===== config.mk =====
export PLATFORM = sky130hd
export DESIGN_NAME = evm_result_tx
export DESIGN_NICKNAME = d
export VERILOG_FILES = /design/src/rtl/evm_pkg.sv /design/src/rtl/evm_uart_byte_tx.sv /design/src/rtl/evm_result_tx.sv
export SDC_FILE = /design/constraint.sdc
export NUM_CORES = 1
export LEC_CHECK = 0
export BUFFER_PORTS_ARGS = -buffer_cell sky130_fd_sc_hd__buf_2
export CORE_AREA = 2 2 103 95
export CTS_CLUSTER_DIAMETER = 60
export DETAILED_ROUTE_END_ITERATION = 12
export DIE_AREA = 0 0 105 97
export PLACE_DENSITY_LB_ADDON = 0.05
export RECOVER_POWER = 100
export SLEW_MARGIN = 0
export SYNTH_ARGS = -nofsm -noshare
export SYNTH_HDL_FRONTEND = slang
export SYNTH_HIERARCHICAL = 1
export SYNTH_SLANG_ARGS = --single-unit

===== constraint.sdc =====
create_clock -name clock -period 2.9 [get_ports clock]
set_input_delay 0.435 -clock clock [delete_from_list [all_inputs] [get_ports clock]]
set_output_delay 0.435 -clock clock [all_outputs]
set_load 0.1 [all_outputs]

===== src/rtl/evm_pkg.sv =====
// evm_pkg -- shared constants and types for the EVM result transmitter.
//   HDR_BYTE     : first byte of every result frame
//   NUM_CANDS    : number of candidate tallies carried in a frame
//   FRAME_LEN    : bytes per frame; 7 when EVM_WINNER_EN is defined, else 6
//   tx_state_e   : per-byte serializer state
// Build option: EVM_WINNER_EN adds a winner byte ahead of the checksum.
package evm_pkg;

   localparam logic [7:0] HDR_BYTE       = 8'hA5;
   localparam int         NUM_CANDS      = 4;
   localparam int         FRAME_LEN_BASE = 6;
   localparam int         FRAME_LEN_WIN  = 7;

`ifdef EVM_WINNER_EN
   localparam int         FRAME_LEN      = FRAME_LEN_WIN;
`else
   localparam int         FRAME_LEN      = FRAME_LEN_BASE;
`endif

   typedef enum logic [1:0] {
      IDLE  = 2'd0,
      START = 2'd1,
      DATA  = 2'd2,
      STOP  = 2'd3
   } tx_state_e;

endpackage


===== src/rtl/evm_uart_byte_tx.sv =====
// evm_uart_byte_tx -- serializes one byte as start(0), 8 data bits LSB first,
// stop(1); each bit lasts CLKS_PER_BIT cycles.
//   clock, reset : system clock, synchronous active-high reset
//   load         : take data_in; honoured in IDLE or in the final STOP cycle
//   data_in      : byte to send
//   tx           : serial line, idle high (registered)
//   busy         : serializer is not IDLE
//   stop_end     : final cycle of the stop bit; a load here chains the next
//                  byte with no idle gap
//
// state | meaning
// IDLE  | line high, waiting for load
// START | driving start bit (0)
// DATA  | driving data bits, LSB first
// STOP  | driving stop bit (1)
module evm_uart_byte_tx
   import evm_pkg::*;
#(
   parameter int CLKS_PER_BIT = 16
) (
   input  logic       clock,
   input  logic       reset,
   input  logic       load,
   input  logic [7:0] data_in,
   output logic       tx,
   output logic       busy,
   output logic       stop_end
);

   localparam int BW = (CLKS_PER_BIT > 1) ? $clog2(CLKS_PER_BIT) : 1;
   localparam logic [BW-1:0] BAUD_RELOAD = BW'(CLKS_PER_BIT - 1);

   tx_state_e     state_q, state_d;
   logic [BW-1:0] baud_q, baud_d;
   logic [2:0]    bit_q, bit_d;
   logic [7:0]    shift_q, shift_d;
   logic          tx_q, tx_d;
   logic          baud_tc;

   assign baud_tc  = (baud_q == '0);
   assign stop_end = (state_q == STOP) && baud_tc;
   assign busy     = (state_q != IDLE);
   assign tx       = tx_q;

   always_comb begin
      state_d = state_q;
      baud_d  = baud_q;
      bit_d   = bit_q;
      shift_d = shift_q;
      case (state_q)
         IDLE: begin
            if (load) begin
               state_d = START;
               baud_d  = BAUD_RELOAD;
               shift_d = data_in;
            end
         end
         START: begin
            if (baud_tc) begin
               state_d = DATA;
               baud_d  = BAUD_RELOAD;
               bit_d   = 3'd7;
            end else begin
               baud_d = baud_q - BW'(1);
            end
         end
         DATA: begin
            if (baud_tc) begin
               baud_d  = BAUD_RELOAD;
               shift_d = {1'b0, shift_q[7:1]};
               if (bit_q == 3'd0) begin
                  state_d = STOP;
               end else begin
                  bit_d = bit_q - 3'd1;
               end
            end else begin
               baud_d = baud_q - BW'(1);
            end
         end
         STOP: begin
            if (baud_tc) begin
               if (load) begin
                  state_d = START;
                  baud_d  = BAUD_RELOAD;
                  shift_d = data_in;
               end else begin
                  state_d = IDLE;
               end
            end else begin
               baud_d = baud_q - BW'(1);
            end
         end
         default: state_d = IDLE;
      endcase

      // Line level is registered from the next state so tx never glitches.
      case (state_d)
         START:   tx_d = 1'b0;
         DATA:    tx_d = shift_d[0];
         default: tx_d = 1'b1;
      endcase
   end

   always_ff @(posedge clock) begin
      if (reset) begin
         state_q <= IDLE;
         baud_q  <= '0;
         bit_q   <= '0;
         shift_q <= '0;
         tx_q    <= 1'b1;
      end else begin
         state_q <= state_d;
         baud_q  <= baud_d;
         bit_q   <= bit_d;
         shift_q <= shift_d;
         tx_q    <= tx_d;
      end
   end

endmodule


===== src/rtl/evm_result_tx.sv =====
// evm_result_tx -- sends a snapshot of the four candidate tallies as a UART
// frame: A5, cand1..cand4, [winner], checksum.
//   clock, reset         : system clock, synchronous active-high reset
//   mode                 : 0 = voting, 1 = result (requests honoured only here)
//   send_req             : start a frame when idle in result mode
//   cand1..cand4_votes   : live tallies, sampled once at frame acceptance
//   tx                   : serial line, idle high
//   busy                 : frame in progress
//   done                 : one-cycle pulse after the last stop bit
// Build option: EVM_WINNER_EN inserts a winner byte (1..4, 0 if all zero)
// before the checksum, and folds it into the checksum.
module evm_result_tx
   import evm_pkg::*;
#(
   parameter int CLKS_PER_BIT = 16
) (
   input  logic       clock,
   input  logic       reset,
   input  logic       mode,
   input  logic       send_req,
   input  logic [7:0] cand1_votes,
   input  logic [7:0] cand2_votes,
   input  logic [7:0] cand3_votes,
   input  logic [7:0] cand4_votes,
   output logic       tx,
   output logic       busy,
   output logic       done
);

   localparam logic [2:0] LAST_IDX = 3'(FRAME_LEN);

   logic [7:0] snap_q [NUM_CANDS];
   logic [7:0] snap_d [NUM_CANDS];
   logic [2:0] idx_q, idx_d;
   logic       done_q, done_d;
   logic       accept, load, stop_end;
   logic [7:0] load_byte, frame_byte, checksum;

`ifdef EVM_WINNER_EN
   logic [7:0] winner;
   logic [7:0] best;

   // Strict compare keeps the lowest index on ties and yields 0 when all are 0.
   always_comb begin
      winner = 8'd0;
      best   = 8'd0;
      for (int i = 0; i < NUM_CANDS; i++) begin
         if (snap_q[i] > best) begin
            best   = snap_q[i];
            winner = 8'(i + 1);
         end
      end
   end
`endif

   always_comb begin
      checksum = 8'd0;
      for (int i = 0; i < NUM_CANDS; i++) begin
         checksum = checksum + snap_q[i];
      end
`ifdef EVM_WINNER_EN
      checksum = checksum + winner;
`endif
   end

   always_comb begin
      case (idx_q)
         3'd1:    frame_byte = snap_q[0];
         3'd2:    frame_byte = snap_q[1];
         3'd3:    frame_byte = snap_q[2];
         3'd4:    frame_byte = snap_q[3];
`ifdef EVM_WINNER_EN
         3'd5:    frame_byte = winner;
         3'd6:    frame_byte = checksum;
`else
         3'd5:    frame_byte = checksum;
`endif
         default: frame_byte = HDR_BYTE;
      endcase
   end

   assign accept = send_req && mode && !busy;

   // idx_q is the index of the next byte to hand to the serializer.
   always_comb begin
      snap_d    = snap_q;
      idx_d     = idx_q;
      done_d    = 1'b0;
      load      = 1'b0;
      load_byte = HDR_BYTE;
      if (accept) begin
         load      = 1'b1;
         snap_d[0] = cand1_votes;
         snap_d[1] = cand2_votes;
         snap_d[2] = cand3_votes;
         snap_d[3] = cand4_votes;
         idx_d     = 3'd1;
      end else if (stop_end) begin
         if (idx_q < LAST_IDX) begin
            load      = 1'b1;
            load_byte = frame_byte;
            idx_d     = idx_q + 3'd1;
         end else begin
            done_d = 1'b1;
            idx_d  = 3'd0;
         end
      end
   end

   always_ff @(posedge clock) begin
      if (reset) begin
         idx_q  <= '0;
         done_q <= 1'b0;
         for (int i = 0; i < NUM_CANDS; i++) begin
            snap_q[i] <= '0;
         end
      end else begin
         idx_q  <= idx_d;
         done_q <= done_d;
         snap_q <= snap_d;
      end
   end

   evm_uart_byte_tx #(
      .CLKS_PER_BIT (CLKS_PER_BIT)
   ) u_byte_tx (
      .clock    (clock),
      .reset    (reset),
      .load     (load),
      .data_in  (load_byte),
      .tx       (tx),
      .busy     (busy),
      .stop_end (stop_end)
   );

   assign done = done_q;

endmodule


==> After elaboration in Yosys (flattened, before gate mapping) <==
Cells that the tools add are included.
W data, S select, Z words.
{ "classes": {"add_sub_neg": 6, "eq_ne": 14, "mux": 31, "n_mul": 0, "bitwise": 1, "div": 0, "magnitude_cmp": 1, "reduce_logical": 16, "n_shift": 0} }
{ "ops": {"columns": ["cell", "count"], "rows": [
  ["$mux W8", 6],
  ["$pmux W8 S5", 1],
  ["$add A8 B8 Y8", 3],
  ["$pmux W8 S3", 1],
  ["$mux W3", 4],
  ["$mux W4", 3],
  ["$pmux W4 S3", 1],
  ["$mux W2", 5],
  ["$pmux W2 S4", 1],
  ["$mux W1", 7],
  ["$eq A2 B2 Y1 const B", 3],
  ["$eq A3 B2 Y1 const B", 2],
  ["$eq A3 B3 Y1 const B", 2],
  ["$ne A2 B1 Y1 const B", 3],
  ["$pmux W3 S2", 1],
  ["$reduce_bool A2 Y1", 3],
  ["$eq A2 B1 Y1 const B", 2],
  ["$logic_not A4 Y1", 1],
  ["$reduce_and A4 Y1", 1],
  ["$reduce_or A2 Y1", 2],
  ["$sub A4 B1 Y4 const B", 1],
  ["$add A3 B1 Y3 const B", 1],
  ["$eq A3 B1 Y1 const B", 1],
  ["$logic_and A1 B1 Y1", 3],
  ["other kinds (11)", 11]
]} }
{ "word_totals": {"mem_count": 0, "word_cells": 82, "output_inout_bits": 3, "latch_bits": 0, "register_bits": 54, "ramBits": 0, "romBits": 0} }

==> Logic depth before layout (Yosys ltp) <==
Gate-level depths: netlist of the first run.
{ "logic_depth": {"depth_word": 11, "depth_mapped": 16, "depth_no_buf": 16} }

==> By module <==
The synthesis of the first run kept the hierarchy.
{ "modules_own_cells": {"columns": ["module", "cells_per_inst", "area_per_inst_um2", "seq_area_each_um2", "instances"], "rows": [
  ["evm_result_tx", 303, 2327.2, 720.7, 1],
  ["evm_uart_byte_tx", 144, 1201.2, 360.3, 1]
]} }

==> Least setup slack after synthesis of the first run <==
OpenSTA, ideal clock, no wires.
{ "synth_path": {"path_kind": "register to register", "start": "reg u_byte_tx.state_q[1]", "end": "reg u_byte_tx.tx_q (netlist: u_byte_tx/tx)", "stages_incl_launch_ff": 13, "setup_slack_ps": -605, "arrival_time_ps": 3367, "required_time_ps": 2762, "synth_period_minus_slack_ps": 3505, "n_path_buf": 2, "cell_sequence": "dfxtp_1 > inv_1 > ha_1 > inv_1 > or2_2 > clkbuf_1 > clkbuf_1 > nand2_1 > or4b_4 > a221oi_2 > o32ai_1 > nor4_2 > a31oi_1"} }
{ "synth_between": {"elab_chain_len": 9, "word_cells_on_any_way": 25, "classes_between": "eq/ne: 5; mux: 15; reduce/logical: 5"} }
{ "synth_rtl": {"columns": ["element", "line_no", "rtl"], "rows": [
  ["from (decl)", "evm_uart_byte_tx.sv:33", "tx_state_e state_q, state_d;"],
  ["from (signal assigned)", "evm_uart_byte_tx.sv:112", "state_q <= state_d;"],
  ["$reduce_bool A2 Y1 (*)", "evm_uart_byte_tx.sv:42", "assign busy = (state_q != IDLE);"],
  ["net busy", "evm_result_tx.sv:26", "output logic busy,"],
  ["$logic_not A1 Y1 (*)", "evm_result_tx.sv:82", "assign accept = send_req && mode && !busy;"],
  ["$logic_and A1 B1 Y1 (*)", "evm_result_tx.sv:82", null],
  ["$mux W1 (*)", "evm_result_tx.sv:91", "if (accept) begin"],
  ["net load", "evm_result_tx.sv:36", "logic accept, load, stop_end;"],
  ["$mux W1", "evm_uart_byte_tx.sv:82", "if (load) begin"],
  ["$mux W2", "evm_uart_byte_tx.sv:81", "if (baud_tc) begin"],
  ["$pmux W2 S4", "evm_uart_byte_tx.sv:50", "case (state_q)"],
  ["$eq A2 B2 Y1 or $eq A2 B1 Y1 (tied branches)", "evm_uart_byte_tx.sv:97", "case (state_d)"],
  ["$pmux W1 S2 (*)", "evm_uart_byte_tx.sv:97", null],
  ["to (signal assigned)", "evm_uart_byte_tx.sv:116", "tx_q <= tx_d;"],
  ["to (decl)", "evm_uart_byte_tx.sv:37", "logic tx_q, tx_d;"]
]} }
The timed path passes the listed nets; every way through them passes the cells marked *. The select of a mux whose other input is x is not followed.
A chain may end at the register's enable or synchronous reset.

==> Worst setup path after layout of the first run <==
{ "layout_path": {"start": "reg snap_q[17] (netlist bit)", "end": "reg u_byte_tx.shift_q[5]"} }
{ "layout_between": {"elab_chain_len": 10} }
{ "layout_rtl": {"columns": ["element", "line_no", "rtl"], "rows": [
  ["from (decl)", "evm_result_tx.sv:32", "logic [7:0] snap_q [NUM_CANDS];"],
  ["from (signal assigned)", "evm_result_tx.sv:120", "snap_q <= snap_d;"],
  ["$add A8 B8 Y8 (*) (3 in a row)", "evm_result_tx.sv:59", "checksum = checksum + snap_q[i];"],
  ["$pmux W8 S5 (*)", "evm_result_tx.sv:67", "case (idx_q)"],
  ["$mux W8 (*)", "evm_result_tx.sv:99", "if (idx_q < LAST_IDX) begin"],
  ["$mux W8 (*)", "evm_result_tx.sv:98", "end else if (stop_end) begin"],
  ["$mux W8 (*)", "evm_result_tx.sv:91", null],
  ["net load_byte[5]", "evm_result_tx.sv:37", "logic [7:0] load_byte, frame_byte, checksum;"],
  ["$mux W8 (*)", "evm_uart_byte_tx.sv:52, evm_uart_byte_tx.sv:82", null],
  ["$mux W8", "evm_uart_byte_tx.sv:81", null],
  ["$pmux W8 S3 (*)", "evm_uart_byte_tx.sv:50", null],
  ["to (signal assigned)", "evm_uart_byte_tx.sv:115", "shift_q <= shift_d;"],
  ["to (decl)", "evm_uart_byte_tx.sv:36", "logic [7:0] shift_q, shift_d;"]
]} }
Marked as above.

==> results of run 1 <==
metrics by stage:
step | TNS (ns) | hold WS, ns | cell area, µm² | worst slack, ns | util
final | -0.6903 | 0.3487 | 4250 | -0.1911 | 0.4722
after detailed placement | -0.9906 | 0.4600 | 4073 | -0.2496 | 0.4525
after CTS | -0.9708 | 0.3413 | 4242 | -0.2504 | 0.4712
after global routing | -1.885 | 0.3534 | 4250 | -0.4052 | 0.4722
after global placement | -0.7992 | 0.4498 | 4073 | -0.2129 | 0.4525
after floorplan | -0.3874 | 0.4363 | 3565 | -0.1394 | -
final cells by class:
| class | count | area [µm²] | area share |
|---|---|---|---|
| Multi-Input combinational cell | 316 | 2228 | 0.5243 |
| Clock buffer | 6 | 72.57 | 0.01707 |
| Sequential cell | 54 | 1091 | 0.2567 |
| Inverter | 52 | 198.9 | 0.04681 |
| Tap cell | 122 | 152.6 | 0.03591 |
| Timing Repair Buffer | 77 | 469.2 | 0.1104 |
| Clock inverter | 2 | 37.54 | 0.008831 |
worst max-delay path: stages (launching register included):
cell and delay [ns]:
sky130_fd_sc_hd__dfxtp_2 0.34, sky130_fd_sc_hd__inv_2 0.04, sky130_fd_sc_hd__fa_1 0.55, sky130_fd_sc_hd__fa_1 0.43
sky130_fd_sc_hd__inv_2 0.08, sky130_fd_sc_hd__ha_4 0.14, sky130_fd_sc_hd__inv_2 0.04, sky130_fd_sc_hd__fa_2 0.34
sky130_fd_sc_hd__nand2b_4 0.17, sky130_fd_sc_hd__a21oi_4 0.13, sky130_fd_sc_hd__a211oi_2 0.04, sky130_fd_sc_hd__a2111o_1 0.28
sky130_fd_sc_hd__mux2i_1 0.13, sky130_fd_sc_hd__o2bb2ai_1 0.07, sky130_fd_sc_hd__a22oi_1 0.15, sky130_fd_sc_hd__nor2_1 0.05
final timing paths:
check	cells past startpoint	end	startpoint
hold reg to reg	2	snap_q[27]$_SDFFE_PP0P_	snap_q[27]$_SDFFE_PP0P_
hold / removal	3	snap_q[20]$_SDFFE_PP0P_	cand2_votes[4]
setup / recovery	15	u_byte_tx/shift_q[5]$_SDFFE_PP0P_	snap_q[17]$_SDFFE_PP0P_
setup reg to reg	15	u_byte_tx/shift_q[5]$_SDFFE_PP0P_	snap_q[17]$_SDFFE_PP0P_
registers in the layout (all words and copies together), names as in the netlist:
| register | cells |
|---|---|
| snap_q | 32 |
| u_byte_tx/shift_q | 8 |
| u_byte_tx/bit_q | 3 |
| u_byte_tx/tx | 1 |
| u_byte_tx/state_q | 2 |
| idx_q | 3 |
| u_byte_tx/baud_q | 4 |
| done | 1 |
timing repair:
| action | 4_1_cts | 5_1_grt |
|---|---|---|
| hold buffers | 0 | 0 |
| setup endpoints to repair | 6 | 8 |
| pin swaps | 28 | 21 |
| gates resized for setup | 17 | 10 |
layer usage:
metal  share of wire  vias up  global-route usage
met1            0.51     1497              0.2745
met2            0.45       37              0.3092
li1                -     1644                   -
met3           0.028        6             0.02493
met4          0.0074        0             0.03179
met5               0        -                   0
cell usage in the layout (no fill, tap or decap), types with 3 or more instances in the layout:
| cell | count |
|---|---|
| sky130_fd_sc_hd__a211oi_1 | 5 |
| sky130_fd_sc_hd__a21oi_1 | 49 |
| sky130_fd_sc_hd__a221oi_1 | 5 |
| sky130_fd_sc_hd__a221oi_2 | 3 |
| sky130_fd_sc_hd__a22oi_1 | 9 |
| sky130_fd_sc_hd__a31oi_1 | 3 |
| sky130_fd_sc_hd__a32oi_1 | 3 |
| sky130_fd_sc_hd__buf_2 | 35 |
| sky130_fd_sc_hd__buf_4 | 34 |
| sky130_fd_sc_hd__clkbuf_1 | 7 |
| sky130_fd_sc_hd__clkbuf_8 | 5 |
| sky130_fd_sc_hd__dfxtp_1 | 46 |
| sky130_fd_sc_hd__dfxtp_2 | 8 |
| sky130_fd_sc_hd__fa_1 | 13 |
| sky130_fd_sc_hd__ha_1 | 16 |
| sky130_fd_sc_hd__ha_4 | 3 |
| sky130_fd_sc_hd__inv_1 | 43 |
| sky130_fd_sc_hd__inv_2 | 8 |
| sky130_fd_sc_hd__mux2i_1 | 7 |
| sky130_fd_sc_hd__nand2_1 | 82 |
| sky130_fd_sc_hd__nand2b_1 | 3 |
| sky130_fd_sc_hd__nand3_1 | 3 |
| sky130_fd_sc_hd__nor2_1 | 33 |
| sky130_fd_sc_hd__nor3_1 | 5 |
| sky130_fd_sc_hd__o21ai_0 | 11 |
| sky130_fd_sc_hd__o2bb2ai_1 | 6 |
| sky130_fd_sc_hd__or2_2 | 3 |
| sky130_fd_sc_hd__xnor2_1 | 7 |
logic make-up (layout without fill, tap and decap cells):
| group | Yosys count | count (layout) | synth area share |
|---|---|---|---|
| buffers and inverters | 77 | 137 | 0.08972 |
| AOI/OAI and AO/OA | 122 | 122 | 0.2255 |
| DFF | 54 | 54 | 0.3064 |
| adders and majority gates | 34 | 34 | 0.1504 |
| muxes | 8 | 8 | 0.02305 |
| and+or+nand+nor | 145 | 145 | 0.1876 |
| xor gates and xnor gates | 7 | 7 | 0.01738 |
power by group:
group | internal [W] | total (W) | switching [W]
Combinational | 0.000627 | 0.00160 | 0.000975
Clock | 0.000258 | 0.000520 | 0.000262
Sequential | 0.000870 | 0.000969 | 0.0000988
==> flow_results.xml, run 1 <==
<?xml version="1.0" encoding="UTF-8"?>
<metrics>
  <group name="run_status">
    <metric name="status" unit="">finished with violations</metric>
    <metric name="violations_in_the_final_reports" unit="">setup timing</metric>
  </group>
  <group name="cts">
    <metric name="cts-root-to-sink-buffers" unit="">2</metric>
    <metric name="tritoncts_clock_tree" unit="">done</metric>
    <metric name="clockRootBuffer" unit="">sky130_fd_sc_hd__clkbuf_8</metric>
    <metric name="tritoncts.num_buffers" unit="">5</metric>
    <metric name="clock_latency" unit="ns">0.30</metric>
    <metric name="total_number_of_h_tree_levels" unit="">2</metric>
    <metric name="cts.sink_count" unit="">54</metric>
    <metric name="cts_post_setup_buffers_inserted" unit="">0</metric>
    <metric name="path_clk_slew" unit="ns">0.11</metric>
  </group>
  <group name="setup_path">
    <metric name="largest_fanout_on_the_critical_path" unit="">3</metric>
    <metric name="worst-endpoint-required" unit="ns">3.10</metric>
    <metric name="end_kind" unit="">flip-flop</metric>
    <metric name="path_class" unit="">flip-flop to flip-flop</metric>
    <metric name="worstPathArrival" unit="ns">3.29</metric>
    <metric name="worst_setup_path_start_kind" unit="">flip-flop</metric>
    <metric name="timing.reg2reg.setup_slack" unit="ns">-0.19</metric>
  </group>
  <group name="timing">
    <metric name="report.final.hold_viol_count" unit="">0</metric>
    <metric name="transition_time_at_the_pin_with_the_least_slew_margin" unit="ns">1.170</metric>
    <metric name="setup_viol_count_final" unit="">5</metric>
    <metric name="worst_clock_skew" unit="ns">0.01151</metric>
    <metric name="post-route-period-util" unit="">1.066</metric>
    <metric name="grt_setup_unrepaired" unit="">yes</metric>
    <metric name="maxSlewHeadroom" unit="">0.2233</metric>
    <metric name="final_min_period" unit="ns">3.091</metric>
    <metric name="timing.final.max_slew_violations" unit="">0</metric>
    <metric name="fin_ws" unit="ns">-0.1911</metric>
    <metric name="maxClockFrequency" unit="GHz">0.3235</metric>
  </group>
  <group name="die">
    <metric name="ioPinCount" unit="">39</metric>
    <metric name="chipWidth" unit="µm">105</metric>
    <metric name="initial_utilization" unit="">0.3920</metric>
    <metric name="row_count" unit="">33</metric>
    <metric name="coreArea" unit="mm²">0.009001</metric>
    <metric name="fp.dieH" unit="µm">97</metric>
    <metric name="die-area" unit="mm²">0.01019</metric>
  </group>
  <group name="yosys">
    <metric name="netlist_area" unit="mm²">0.003528</metric>
    <metric name="ys.flop_type" unit="">sky130_fd_sc_hd__dfxtp_1</metric>
    <metric name="average_footprint_of_a_synthesized_cell" unit="µm²">7.893</metric>
    <metric name="share_of_yosys_cell_area_claimed_by_the_top_area_cell_type" unit="">0.3064</metric>
    <metric name="synth_most_common_cell" unit="">sky130_fd_sc_hd__nand2_1</metric>
    <metric name="synth_nets" unit="">517</metric>
    <metric name="synth_largest_area_cell" unit="">sky130_fd_sc_hd__dfxtp_1</metric>
    <metric name="postSynthCellCount" unit="">447</metric>
    <metric name="synth-warning-count" unit="">6</metric>
    <metric name="yosysUniqueCellTypes" unit="">56</metric>
    <metric name="synth-seq-cells" unit="">54</metric>
    <metric name="synthTopCellsByCount" unit="">sky130_fd_sc_hd__nand2_1 (82), sky130_fd_sc_hd__dfxtp_1 (54), sky130_fd_sc_hd__a21oi_1 (52), sky130_fd_sc_hd__inv_1 (52), sky130_fd_sc_hd__nor2_1 (32)</metric>
    <metric name="number_of_flops_mapped_to_enable_cells_by_yosys" unit="">0</metric>
    <metric name="yosysSeqAreaShare" unit="">0.3064</metric>
    <metric name="synth_area_leaders" unit="">sky130_fd_sc_hd__dfxtp_1 (31%), sky130_fd_sc_hd__nand2_1 (8.7%), sky130_fd_sc_hd__fa_1 (7.9%), sky130_fd_sc_hd__a21oi_1 (7.4%), sky130_fd_sc_hd__ha_1 (7.1%)</metric>
    <metric name="synthArstFlopShare" unit="">0</metric>
  </group>
  <group name="global_routing">
    <metric name="track_usage" unit="">0.1908</metric>
    <metric name="antenna_found_initial" unit="">0</metric>
    <metric name="grt_overflow_total" unit="">0</metric>
    <metric name="grt_pass1_vias" unit="">3255</metric>
    <metric name="grt_start_max_net_pins" unit="">36</metric>
    <metric name="global_route_wire_length_before_repair" unit="µm">15930</metric>
  </group>
  <group name="hold_path">
    <metric name="hold_class" unit="">input pin to flip-flop</metric>
  </group>
  <group name="detailed_routing">
    <metric name="route.vias.total" unit="">3184</metric>
    <metric name="dr.pass1.iters" unit="">5</metric>
    <metric name="routed_via_density" unit="">5.062</metric>
    <metric name="routedWlPerCell" unit="µm">14.80</metric>
    <metric name="detail_route.iter0.violations" unit="">112</metric>
    <metric name="route.antenna.remaining_nets" unit="">0</metric>
    <metric name="route.detailed.drc" unit="">0</metric>
    <metric name="totalWireLength" unit="µm">9307</metric>
  </group>
  <group name="place">
    <metric name="dp_hpwl" unit="µm">6982</metric>
    <metric name="buffer_ports.inserted" unit="">38</metric>
    <metric name="gpl.final_weighted_congestion" unit="">0.8265</metric>
    <metric name="placed_insts" unit="">621</metric>
  </group>
  <group name="final_layout">
    <metric name="antennaDiodeCount" unit="">0</metric>
    <metric name="area_overhead_vs_synth" unit="%">20.46</metric>
    <metric name="post_route_cells_drive_above_1_share" unit="">0.2387</metric>
    <metric name="layoutNonFillerInstCount" unit="">629</metric>
    <metric name="fin_nets" unit="">576</metric>
    <metric name="layout.filler_cells" unit="">988</metric>
  </group>
  <group name="power_and_ir_drop">
    <metric name="totalPowerFinal" unit="W">0.003091</metric>
    <metric name="ir_drop" unit="mV">0.2256</metric>
    <metric name="power_per_cell_area" unit="mW/mm²">727.3</metric>
    <metric name="power.static_leakage" unit="nW">1.643</metric>
  </group>
  <group name="run">
    <metric name="drv_cap" unit="">0</metric>
  </group>
</metrics>
(Power assumes the default switching activity.)
==> inputs of run 2 (changes only) <==
Settings changed: CORE_AREA 2 2 103 95 to 2 2 102 94, DIE_AREA 0 0 105 97 to 0 0 104 96, SYNTH_HIERARCHICAL 1 to unset.
==> run 2 against run 1 <==
  * The flow still finishes with violations (setup timing)
  * Die area is 2.0% lower
  * Synthesized area fell by 1.1%
  * First-iteration DRC count increased by 93%
  * Cell area decreased by 0.91%
  * Non-clock buffer count up 2
  * Utilization about the same
  * Hold slack got worse by 0.0011 ns
  * Cell count decreased by 0.16%
  * Critical path type unchanged
  * Largest cell class unchanged
  * Highest routed layer unchanged
==> flow_results.xml, run 2 <==
<?xml version="1.0" encoding="UTF-8"?>
<metrics>
  <group name="power_and_ir_drop">
    <metric name="ir_drop" unit="mV">0.2577</metric>
    <metric name="p_seq_frac" unit="">0.315</metric>
    <metric name="power.static_leakage" unit="nW">1.619</metric>
    <metric name="swShare" unit="">0.4616</metric>
    <metric name="power_per_cell_area" unit="mW/mm²">740.6</metric>
    <metric name="p_clk_frac" unit="">0.138</metric>
    <metric name="power_report.internal_total" unit="W">0.001679</metric>
    <metric name="netSwitchingPower" unit="W">0.001440</metric>
    <metric name="totalPowerFinal" unit="W">0.003119</metric>
    <metric name="power_frac_comb" unit="">0.547</metric>
  </group>
  <group name="setup_path">
    <metric name="worst_setup_path_start_kind" unit="">flip-flop</metric>
    <metric name="largest_fanout_on_the_critical_path" unit="">2</metric>
    <metric name="worstPathArrival" unit="ns">3.28</metric>
    <metric name="worst-endpoint-required" unit="ns">3.07</metric>
    <metric name="end_kind" unit="">flip-flop</metric>
    <metric name="path_class" unit="">flip-flop to flip-flop</metric>
  </group>
  <group name="detailed_routing">
    <metric name="dr.pass1.iters" unit="">4</metric>
    <metric name="routedWlPerCell" unit="µm">15.30</metric>
    <metric name="route.detailed.drc" unit="">0</metric>
    <metric name="detail_route.iter0.violations" unit="">216</metric>
    <metric name="route.met2.wl" unit="µm">4086</metric>
    <metric name="maxUsedRoutingLayer" unit="">met4</metric>
    <metric name="routed_via_density" unit="">5.134</metric>
    <metric name="route.antenna.remaining_nets" unit="">0</metric>
    <metric name="drt-met1-wl" unit="µm">5029</metric>
    <metric name="dr_wl_met3" unit="µm">427</metric>
    <metric name="route.vias.total" unit="">3224</metric>
    <metric name="totalWireLength" unit="µm">9608</metric>
  </group>
  <group name="global_routing">
    <metric name="track_usage" unit="">0.1996</metric>
    <metric name="antenna_found_initial" unit="">0</metric>
    <metric name="grt_overflow_total" unit="">0</metric>
    <metric name="global_route_wire_length_before_repair" unit="µm">15700</metric>
    <metric name="grt_start_max_net_pins" unit="">58</metric>
    <metric name="grt_pass1_vias" unit="">3016</metric>
  </group>
  <group name="timing">
    <metric name="worst_clock_skew" unit="ns">0.006772</metric>
    <metric name="fin_ws" unit="ns">-0.2117</metric>
    <metric name="holdWs" unit="ns">0.3476</metric>
    <metric name="post-route-period-util" unit="">1.073</metric>
    <metric name="final_min_period" unit="ns">3.112</metric>
    <metric name="report.final.hold_viol_count" unit="">0</metric>
    <metric name="setup_viol_count_final" unit="">4</metric>
    <metric name="maxClockFrequency" unit="GHz">0.3214</metric>
    <metric name="timing.final.max_slew_violations" unit="">0</metric>
    <metric name="transition_time_at_the_pin_with_the_least_slew_margin" unit="ns">1.178</metric>
    <metric name="maxSlewHeadroom" unit="">0.2179</metric>
    <metric name="grt_setup_unrepaired" unit="">yes</metric>
  </group>
  <group name="die">
    <metric name="ioPinCount" unit="">39</metric>
    <metric name="row_count" unit="">33</metric>
    <metric name="coreArea" unit="mm²">0.008919</metric>
    <metric name="die-area" unit="mm²">0.009984</metric>
    <metric name="chipWidth" unit="µm">104</metric>
    <metric name="fp.dieH" unit="µm">96</metric>
    <metric name="initial_utilization" unit="">0.3913</metric>
  </group>
  <group name="cts">
    <metric name="cts-root-to-sink-buffers" unit="">2</metric>
    <metric name="tritoncts.num_buffers" unit="">5</metric>
    <metric name="cts.sink_count" unit="">54</metric>
    <metric name="cts.hold.buffers_added" unit="">0</metric>
    <metric name="total_number_of_h_tree_levels" unit="">2</metric>
    <metric name="clock_latency" unit="ns">0.31</metric>
    <metric name="clockRootBuffer" unit="">sky130_fd_sc_hd__clkbuf_8</metric>
    <metric name="tritoncts_clock_tree" unit="">done</metric>
    <metric name="path_clk_slew" unit="ns">0.10</metric>
  </group>
  <group name="final_layout">
    <metric name="post_route_cells_drive_above_1_share" unit="">0.2194</metric>
    <metric name="antennaDiodeCount" unit="">0</metric>
    <metric name="fin_nets" unit="">575</metric>
    <metric name="largest_register_ffs" unit="">32</metric>
    <metric name="layout.filler_cells" unit="">931</metric>
    <metric name="biggestRegsByFlops" unit="">snap_q x32, u_byte_tx.shift_q x8, u_byte_tx.baud_q x4</metric>
    <metric name="area_overhead_vs_synth" unit="%">20.69</metric>
    <metric name="final_cell_mix" unit="">sky130_fd_sc_hd__nand2_1 (78), sky130_fd_sc_hd__a21oi_1 (54), sky130_fd_sc_hd__inv_1 (48), sky130_fd_sc_hd__dfxtp_1 (48), sky130_fd_sc_hd__buf_2 (35)</metric>
    <metric name="layout_commonest_cell" unit="">sky130_fd_sc_hd__nand2_1</metric>
    <metric name="reg_with_most_ffs" unit="">snap_q</metric>
  </group>
  <group name="yosys">
    <metric name="synth_nets" unit="">518</metric>
    <metric name="share_of_yosys_cell_area_claimed_by_the_top_area_cell_type" unit="">0.3098</metric>
    <metric name="synth-warning-count" unit="">0</metric>
    <metric name="netlist_area" unit="mm²">0.003490</metric>
    <metric name="synthTopCellsByCount" unit="">sky130_fd_sc_hd__nand2_1 (78), sky130_fd_sc_hd__a21oi_1 (54), sky130_fd_sc_hd__dfxtp_1 (54)</metric>
    <metric name="ys.flop_type" unit="">sky130_fd_sc_hd__dfxtp_1</metric>
    <metric name="number_of_flops_mapped_to_enable_cells_by_yosys" unit="">0</metric>
    <metric name="yosysUniqueCellTypes" unit="">59</metric>
    <metric name="synth_most_common_cell" unit="">sky130_fd_sc_hd__nand2_1</metric>
    <metric name="synth_area_leaders" unit="">sky130_fd_sc_hd__dfxtp_1 (31%), sky130_fd_sc_hd__nand2_1 (8.4%), sky130_fd_sc_hd__fa_1 (8.0%), sky130_fd_sc_hd__a21oi_1 (7.7%), sky130_fd_sc_hd__ha_1 (7.2%)</metric>
    <metric name="synth-seq-cells" unit="">54</metric>
    <metric name="yosysSeqAreaShare" unit="">0.3098</metric>
    <metric name="synth_largest_area_cell" unit="">sky130_fd_sc_hd__dfxtp_1</metric>
    <metric name="average_footprint_of_a_synthesized_cell" unit="µm²">7.789</metric>
    <metric name="postSynthCellCount" unit="">448</metric>
    <metric name="synthArstFlopShare" unit="">0</metric>
  </group>
  <group name="run">
    <metric name="drv_cap" unit="">0</metric>
  </group>
  <group name="place">
    <metric name="gpl.final_weighted_congestion" unit="">0.8313</metric>
    <metric name="buffer_ports.inserted" unit="">38</metric>
    <metric name="dp_hpwl" unit="µm">6991</metric>
  </group>
  <group name="hold_path">
    <metric name="hold_class" unit="">input pin to flip-flop</metric>
  </group>
  <group name="run_status">
    <metric name="violations_in_the_final_reports" unit="">setup timing</metric>
    <metric name="status" unit="">finished with violations</metric>
  </group>
</metrics>
[run 2: cell count changes after synthesis, moves of 3 or more]
| cell | delta |
|---|---|
| sky130_fd_sc_hd__o22a_1 | +3 |
| sky130_fd_sc_hd__or2_2 | -3 |
| sky130_fd_sc_hd__nand3_1 | +3 |
| sky130_fd_sc_hd__clkbuf_1 | +5 |
| sky130_fd_sc_hd__o22ai_1 | +5 |
| sky130_fd_sc_hd__nor2_1 | -13 |
| sky130_fd_sc_hd__o2bb2ai_1 | -5 |
| sky130_fd_sc_hd__a31oi_1 | -3 |
| sky130_fd_sc_hd__nor3b_1 | +3 |
| sky130_fd_sc_hd__nor3_1 | +5 |
| sky130_fd_sc_hd__a221oi_1 | -4 |
| sky130_fd_sc_hd__mux2i_1 | -7 |
| sky130_fd_sc_hd__nand2_1 | -4 |
| sky130_fd_sc_hd__o21ai_0 | +3 |
[run 2: power by group through the flow]
stage	Sequential [W]	Clock, W	Combinational [W]
global route	0.00100	0.000482	0.00192
global placement	0.000994	0	0.00164
detailed placement	0.000994	0	0.00166
floorplan	0.000999	0	0.00121
CTS	0.000978	0.000451	0.00168
finish	0.000983	0.000431	0.00170
[run 2: stage by stage]
step                      utilization  instance area (µm²)  setup WS, ns  TNS [ns]  instances
after detailed placement       0.4481                 3996       -0.2659   -0.6833        616
after global placement         0.4481                 3996       -0.1825   -0.4745        616
final                          0.4722                 4212       -0.2117   -0.4474        628
after CTS                      0.4621                 4121       -0.2349   -0.6142        626
after floorplan                     -                 3496      -0.04222  -0.06268        448
after global routing           0.4722                 4212       -0.3454    -1.397        628
[run 2: per-layer routing]
metal / vias to the layer above / global-route usage
met5: - / 0
met4: 0 / 0.04054
li1: 1640 / -
met2: 52 / 0.3065
met3: 5 / 0.02640
met1: 1527 / 0.2997
[run 2: repair_timing]
action,4_1_cts,5_1_grt
gates resized for setup,6,23
gates cloned,0,0
endpoints found under the hold margin,0,0
buffers inserted,2,2
pin swaps,3,10
endpoints found under the setup margin,5,6
[run 2: kinds of logic (layout without fill, tap and decap cells)]
group | Yosys count | after routing | share of synthesized area
fa+ha+maj | 34 | 34 | 0.1520
flops | 54 | 54 | 0.3098
simple gates | 135 | 135 | 0.1728
xor+xnor | 8 | 8 | 0.02008
buf+inv | 82 | 140 | 0.09143
compound gates | 135 | 135 | 0.2539
[run 2: worst paths after layout]
path / startpoint / endpoint / slack, ns / depth (start not counted)
worst max-delay path: snap_q[17]$_SDFFE_PP0P_ / u_byte_tx.shift_q[3]$_SDFFE_PP0P_ / -0.21 / 15
worst min-delay path: cand2_votes[3] / snap_q[19]$_SDFFE_PP0P_ / 0.35 / 3
worst max register to register: snap_q[17]$_SDFFE_PP0P_ / u_byte_tx.shift_q[3]$_SDFFE_PP0P_ / -0.21 / 15
worst min register to register: snap_q[21]$_SDFFE_PP0P_ / snap_q[21]$_SDFFE_PP0P_ / 0.48 / 2
[run 2: cell type report]
class                   instances  area, µm²  share of cell area
inverters                      53      198.9             0.04724
multi-input cells             312       2192              0.5205
repair buffers                 79      493.0              0.1171
clock inverters                 2      13.76            0.003268
well taps                     122      152.6             0.03624
flip-flops and latches         54       1089              0.2585
clock buffers                   6      72.57             0.01723
[run 2: critical path, cell delays in order, from the launching register on]
cell	delay [ns]
sky130_fd_sc_hd__dfxtp_2	0.35
sky130_fd_sc_hd__inv_2	0.04
sky130_fd_sc_hd__fa_2	0.58
sky130_fd_sc_hd__fa_1	0.42
sky130_fd_sc_hd__inv_2	0.08
sky130_fd_sc_hd__ha_4	0.13
sky130_fd_sc_hd__inv_2	0.04
sky130_fd_sc_hd__fa_2	0.36
sky130_fd_sc_hd__buf_4	0.14
sky130_fd_sc_hd__buf_6	0.10
sky130_fd_sc_hd__buf_6	0.11
sky130_fd_sc_hd__xnor2_2	0.12
sky130_fd_sc_hd__a221oi_2	0.29
sky130_fd_sc_hd__o21ai_1	0.09
sky130_fd_sc_hd__nand2_1	0.07
sky130_fd_sc_hd__o21ai_1	0.06
